<file path="config.mk">
export PLATFORM = sky130hd
export DESIGN_NAME = neuron_mac_sequencer
export DESIGN_NICKNAME = d
export VERILOG_FILES = /design/src/rtl/neuron_mac_sequencer.sv
export SDC_FILE = /design/constraint.sdc
export NUM_CORES = 1
export LEC_CHECK = 0
export ABC_AREA = 1
export BUFFER_PORTS_ARGS = -buffer_cell sky130_fd_sc_hd__clkbuf_2
export CAP_MARGIN = 25
export CORE_UTILIZATION = 25
export CTS_BUF_LIST = sky130_fd_sc_hd__clkbuf_8
export CTS_CLUSTER_SIZE = 14
export DETAILED_ROUTE_END_ITERATION = 8
export PLACE_DENSITY = 0.44
export SLEW_MARGIN = 20
export SYNTH_ARGS = -nofsm -noshare
export SYNTH_HDL_FRONTEND = slang
export SYNTH_SLANG_ARGS = --single-unit
export TNS_END_PERCENT = 20
</file>
<file path="constraint.sdc">
create_clock -name clk_clk -period 7.4 [get_ports clk_clk]
set_input_delay 1.11 -clock clk_clk [delete_from_list [all_inputs] [get_ports clk_clk]]
set_output_delay 1.11 -clock clk_clk [all_outputs]
set_load 0.005 [all_outputs]
</file>
<file path="src/rtl/neuron_mac_sequencer.sv">
// -----------------------------------------------------------------------------
// neuron_mac_sequencer
//
// Controller for a single neuron. On a start pulse from the HPS it reads
// kernel_size (image, weight) word pairs over two independent Avalon-MM read
// masters. It multiply-accumulates the signed low halfwords of each pair and
// presents the result (optionally ReLU-clamped) with a held done flag.
//
// Parameters
//   WEI_OFFSET  byte offset from base_addr to the first weight word
//   RELU        1: negative final result reads back as 0; 0: signed result as-is
//
// Ports
//   clk_clk          in   1   clock
//   reset_reset_n    in   1   synchronous active-low reset
//   start            in   1   begin an evaluation (accepted in IDLE/DONE only)
//   clear            in   1   abort/acknowledge, back to IDLE (beats start)
//   kernel_size      in   8   number of pairs, 0..255
//   base_addr        in  32   byte address of the first image word
//   done             out  1   result valid, held until clear or accepted start
//   out_neuron       out 32   accumulated (optionally ReLU'd) result
//   addr_img         out 32   address of current/last image fetch
//   addr_wei         out 32   address of current/last weight fetch
//   img_*            Avalon-MM read master for image words (writes tied off)
//   wei_*            Avalon-MM read master for weight words (writes tied off)
// -----------------------------------------------------------------------------
module neuron_mac_sequencer #(
    parameter logic [31:0] WEI_OFFSET = 32'h0001_0000,
    parameter bit          RELU       = 1'b1
) (
    input  logic        clk_clk,
    input  logic        reset_reset_n,
    input  logic        start,
    input  logic        clear,
    input  logic [7:0]  kernel_size,
    input  logic [31:0] base_addr,
    output logic        done,
    output logic [31:0] out_neuron,
    output logic [31:0] addr_img,
    output logic [31:0] addr_wei,
    output logic        img_read,
    output logic        img_write,
    output logic [31:0] img_address,
    output logic [31:0] img_writedata,
    input  logic [31:0] img_readdata,
    input  logic        img_waitrequest,
    output logic        wei_read,
    output logic        wei_write,
    output logic [31:0] wei_address,
    output logic [31:0] wei_writedata,
    input  logic [31:0] wei_readdata,
    input  logic        wei_waitrequest
);

    typedef enum logic [1:0] {
        S_IDLE  = 2'd0,
        S_FETCH = 2'd1,
        S_MAC   = 2'd2,
        S_DONE  = 2'd3
    } state_t;

    state_t      state_q;
    logic        done_q;
    logic [31:0] out_q;
    logic [31:0] addr_img_q;
    logic [31:0] addr_wei_q;
    logic        img_read_q;
    logic        wei_read_q;
    logic        img_got_q;
    logic        wei_got_q;
    logic [15:0] img_data_q;
    logic [15:0] wei_data_q;
    logic [31:0] acc_q;
    logic [7:0]  count_q;
    logic [7:0]  k_q;

    // A word is taken in the cycle the master is reading and not stalled.
    logic img_cap;
    logic wei_cap;
    logic img_have;
    logic wei_have;

    assign img_cap  = img_read_q && !img_waitrequest;
    assign wei_cap  = wei_read_q && !wei_waitrequest;
    // Counting the capture cycle itself lets FETCH leave as soon as the
    // second word lands instead of one cycle later.
    assign img_have = img_got_q || img_cap;
    assign wei_have = wei_got_q || wei_cap;

    // Sign-extend both halfwords to 32 bits first so the product is formed
    // as a full signed 32-bit value; 16x16 signed always fits exactly.
    logic signed [31:0] img_ext;
    logic signed [31:0] wei_ext;
    logic signed [31:0] product;
    logic        [31:0] acc_d;
    logic        [31:0] relu_d;

    assign img_ext = {{16{img_data_q[15]}}, img_data_q};
    assign wei_ext = {{16{wei_data_q[15]}}, wei_data_q};
    assign product = img_ext * wei_ext;
    assign acc_d   = acc_q + product;
    assign relu_d  = (RELU && acc_q[31]) ? 32'h0 : acc_q;

    // Upper halves of the read data carry no information for the MAC.
    logic unused_readdata;
    assign unused_readdata = ^{img_readdata[31:16], wei_readdata[31:16]};

    always_ff @(posedge clk_clk) begin
        if (!reset_reset_n) begin
            state_q    <= S_IDLE;
            done_q     <= 1'b0;
            out_q      <= 32'h0;
            addr_img_q <= 32'h0;
            addr_wei_q <= 32'h0;
            img_read_q <= 1'b0;
            wei_read_q <= 1'b0;
            img_got_q  <= 1'b0;
            wei_got_q  <= 1'b0;
            img_data_q <= 16'h0;
            wei_data_q <= 16'h0;
            acc_q      <= 32'h0;
            count_q    <= 8'h0;
            k_q        <= 8'h0;
        end else if (clear) begin
            // Any outstanding read is simply abandoned.
            state_q    <= S_IDLE;
            done_q     <= 1'b0;
            acc_q      <= 32'h0;
            count_q    <= 8'h0;
            img_read_q <= 1'b0;
            wei_read_q <= 1'b0;
            img_got_q  <= 1'b0;
            wei_got_q  <= 1'b0;
        end else begin
            case (state_q)
                S_IDLE, S_DONE: begin
                    // Result registers refresh every DONE cycle; acc is frozen
                    // there, so the value is stable while done is held.
                    if (state_q == S_DONE) begin
                        done_q <= 1'b1;
                        out_q  <= relu_d;
                    end
                    if (start) begin
                        k_q        <= kernel_size;
                        addr_img_q <= base_addr;
                        addr_wei_q <= base_addr + WEI_OFFSET;
                        acc_q      <= 32'h0;
                        count_q    <= 8'h0;
                        done_q     <= 1'b0;
                        img_got_q  <= 1'b0;
                        wei_got_q  <= 1'b0;
                        if (kernel_size == 8'd0) begin
                            state_q <= S_DONE;
                        end else begin
                            // Reads go up together with FETCH so the first
                            // FETCH cycle already presents a request.
                            state_q    <= S_FETCH;
                            img_read_q <= 1'b1;
                            wei_read_q <= 1'b1;
                        end
                    end
                end

                S_FETCH: begin
                    if (img_cap) begin
                        img_data_q <= img_readdata[15:0];
                        img_read_q <= 1'b0;
                        img_got_q  <= 1'b1;
                    end
                    if (wei_cap) begin
                        wei_data_q <= wei_readdata[15:0];
                        wei_read_q <= 1'b0;
                        wei_got_q  <= 1'b1;
                    end
                    if (img_have && wei_have) begin
                        state_q   <= S_MAC;
                        img_got_q <= 1'b0;
                        wei_got_q <= 1'b0;
                    end
                end

                S_MAC: begin
                    acc_q      <= acc_d;
                    count_q    <= count_q + 8'd1;
                    addr_img_q <= addr_img_q + 32'd4;
                    addr_wei_q <= addr_wei_q + 32'd4;
                    if (count_q + 8'd1 == k_q) begin
                        state_q <= S_DONE;
                    end else begin
                        state_q    <= S_FETCH;
                        img_read_q <= 1'b1;
                        wei_read_q <= 1'b1;
                    end
                end

                default: begin
                    state_q <= S_IDLE;
                end
            endcase
        end
    end

    assign done          = done_q;
    assign out_neuron    = out_q;
    assign addr_img      = addr_img_q;
    assign addr_wei      = addr_wei_q;

    assign img_read      = img_read_q;
    assign img_write     = 1'b0;
    assign img_address   = addr_img_q;
    assign img_writedata = 32'h0;

    assign wei_read      = wei_read_q;
    assign wei_write     = 1'b0;
    assign wei_address   = addr_wei_q;
    assign wei_writedata = 32'h0;

endmodule

</file>
==> metrics.md <==
| Metric | Value |
|---|---|
| Status | complete, no violations |
| DRC | 0 |
| Met2 Track Usage GR | 25.9% |
| Die ar. | 87,500 um2 |
| # port buffers | 239 |
| GR Util met3 | 2.67% |
| Final setup fails | 0 |
| Buf/Inv on CP | 8 |
| Initial antenna violation count | 2 |
| 1st-iter DRT viols | 881 |
| Largest net degree at the start of global routing | 70 |
| CP max stage cell | dfxtp_1 |
| CTS root buf | clkbuf_8 |
| Detailed Place HPWL | 56,400 um |
| CTS HTree Levels | 4 |
| Routability cong. | 0.881 |
| Starting density of the core | 25.3% |
| Grt met1 use | 22.8% |
| Hold Startpoint | out_neuron[11] |
| Worst-Margin Slew | 0.872 ns |
| Share of the yosys chip area belonging to registers | 16.7% |
| Cells after Synth | 2,972 |
| Share of Yosys cell area claimed by the top area cell type | 27.1% |
| Peak Freq | 0.158 GHz |
| Leak pwr | 12.3 nW |
| Final setup TNS | 0 ns |
| I/O pin count | 339 |
| Critical path class | reg -> reg |
| Total CTS buffers | 17 |
| Core area | 85,400 um2 |
| Worst vdd ir | 0.000165 V |
| Fin crit share | 85.5% |
| Post-CTS setup buffers | 0 |
| Hold Crit Depth | 2 |
| CP cell instances | nand2_1 > fa_1 > inv_1 > fa_1 > inv_1 > fa_1 > inv_1 > fa_1 > fa_1 > inv_1 > fa_1 > inv_1 > ha_1 > nand2_1 > inv_1 > a21oi_1 > nand3_1 > nand2_1 > inv_1 > nor2_1 > inv_1 > nand2_1 > nand3_1 > a21oi_1 |
| Startpoint Class | flop |
| Fin Clk Skew | 0.0303 ns |
| Most numerous cell in the Yosys netlist | nand2_1 |
| Post-placement cell area | 23,300 um2 |
| Min-Delay Path Class | reg -> reg |
| Nets | 3,583 |
| Vias/cell | 4.32 |
| Synth Flop Type | dfxtp_1 |
| Cell Rows | 107 |
| Routed wire length | 68,300 um |
| CP required | 7.90 ns |
| GRT Overall Usage | 16.2% |
| CTS tree | yes |
| Post-synth EDFFs | 0 |
| Worst setup path start | img_data_q[5] |
| Congestion Overflow GR | 0 |
| Crit-path most repeated cell | inv_1 |
| Synth-to-Final Area Change | 9.62% |
| Reg2Reg Depth | 24 |
| Setup crit end kind | flop |
| Clock slew at reported path FFs | 0.11 ns |
| Asr flop ratio synth | 0% |
| Clk_lat worst skew | 0.57 ns |
| Fin. Hold Viols | 0 |
| Crit path time final | 6.32 ns |
| Slew headroom | 41.8% |
| First-pass GRT wire length | 109,000 um |
| Antenna viol nets, final | 0 |
| Worst EP arrival | 6.83 ns |
| CTS max path bufs | 2 |
| Post-CTS Resized | 0 |
| PwrDens | 89.4 nW/um2 |
| Router iterations before antenna repair | 5 |
| Cell area after layout | 23,700 um2 |
| Slew Limit Fails | 0 |
| Busiest grt layer | met2 |
| Avg Cell Area, Syn | 7.26 um2 |
| Post-synth top area cell | fa_1 |
| R2R Setup Slk | 1.08 ns |
| Total number of yosys warnings | 0 |
| Fill cells | 9,684 |
| Worst r2r dst | acc_q[31] |
| CTS Sinks | 180 |
| Vias in the first global route | 18,321 |
| CP max stage delay | 0.87 ns |
| Max cap viols | 0 |
| Layout cells sized above 1 | 12.0% |
| Die H | 296 um |
| Cts hold-fix bufs | 0 |
| Yosys cell types | 42 |
| RSZ-0062 raised after global routing | false |
| Wire per inst | 16.1 um |
| Synth top area cells | fa_1 (27%), dfxtp_1 (17%), nand2_1 (12%) |
| DR vias | 18,265 |
| Synth Cell Area | 21,600 um2 |
| #FFs+latches synth | 180 |
| Top cells by count, synth | nand2_1 (664), inv_1 (607), fa_1 (292) |
| CP delay by family, top | adder cells |
| Worst-path maximum fanout | 17 |
| Worst Hold Path EP | out_neuron[11] |
| Die W | 296 um |
| Critical R2R Launch | img_data_q[5] |
[how the worst max path moves through the flow]
stage / to / slack (ns) / depth (start not counted)
floorplan: acc_q[20] / 1.79 / 20
global placement: acc_q[31] / 1.09 / 23
detailed placement: acc_q[20] / 1.08 / 18
CTS: acc_q[31] / 1.05 / 23
global route: acc_q[20] / 0.67 / 18
finish: acc_q[31] / 1.08 / 24
[layer usage]
metal | wire (um) | vias up
li1 | - | 9067
met1 | 32700 | 8723
met2 | 31200 | 420
met3 | 3270 | 53
met4 | 1090 | 2
met5 | 12 | -
[cells by family after synthesis]
logic type               synth area share (%)
AO/OA/AOI/OAI                            8.92
XOR/XNOR                                 1.14
adder cells (fa/ha/maj)                  33.3
buffers and inverters                    17.7
flip-flops                               16.7
other                                  0.0174
AND/OR/NAND/NOR                          22.3
[flip-flops by register name, summed over array words and instances, names as in the netlist]
signal	count
acc_q	32
addr_img	31
addr_wei	31
out_neuron	31
img_data_q	16
wei_data_q	16
count_q	8
k_q	8
state_q	2
done	1
img_got_q	1
img_read	1
wei_got_q	1
wei_read	1
[layout by cell type, fill, tap and decap left out, types with 18 or more instances in the layout]
| cell | synthesis | final |
|---|---|---|
| dfxtp_1 | 180 | 180 |
| nand2_1 | 664 | 664 |
| o21ai_0 | 115 | 115 |
| clkbuf_8 | 0 | 18 |
| a221oi_1 | 21 | 21 |
| nor2_1 | 182 | 182 |
| nor3_1 | 35 | 35 |
| ha_1 | 107 | 106 |
| nand3_1 | 150 | 150 |
| conb_1 | 1 | 67 |
| a21oi_1 | 184 | 184 |
| or2_2 | 18 | 18 |
| nand4_1 | 32 | 32 |
| clkbuf_2 | 0 | 239 |
| inv_1 | 607 | 606 |
| buf_4 | 134 | 35 |
| fa_1 | 292 | 292 |
[power breakdown]
part	internal (W)	total [W]	switching [W]
registers	0.00100	0.00108	0.0000752
logic	0.000114	0.000310	0.000196
clock network	0.000256	0.000726	0.000470
total	0.00137	0.00212	0.000742
[through the flow]
step / power, W / setup slack, ns / std cells / util [%] / hold slack, ns
finish: 0.00212 / 1.08 / 4232 / 27.7 / 0.470
global route: 0.00223 / 0.667 / 4232 / 27.7 / 0.492
CTS: 0.00215 / 1.05 / 4231 / 27.7 / 0.470
detailed placement: 0.00141 / 1.08 / 4199 / 27.3 / 0.455
global placement: 0.00142 / 1.09 / 4197 / 27.2 / 0.454
floorplan: 0.00131 / 1.79 / 3038 / - / 0.441
[area by class of cell]
| type | count | area, um2 | area share, % |
|---|---|---|---|
| sequential | 180 | 3600 | 15.2 |
| timing repair buffer | 276 | 1500 | 6.34 |
| clock inverter | 14 | 135 | 0.571 |
| clock buffer | 18 | 248 | 1.05 |
| inverter | 618 | 2320 | 9.80 |
| antenna | 1 | 2.50 | 0.0106 |
| tap | 1144 | 1430 | 6.05 |
| multi-input combinational | 1981 | 14400 | 61.0 |
[tightest hold or removal path, stage by stage (launching register included)]
cell,delay (ns)
dfxtp_1,0.32
nand2_1,0.06
a21oi_1,0.05
Note: power is estimated with default switching activity, not from simulation.
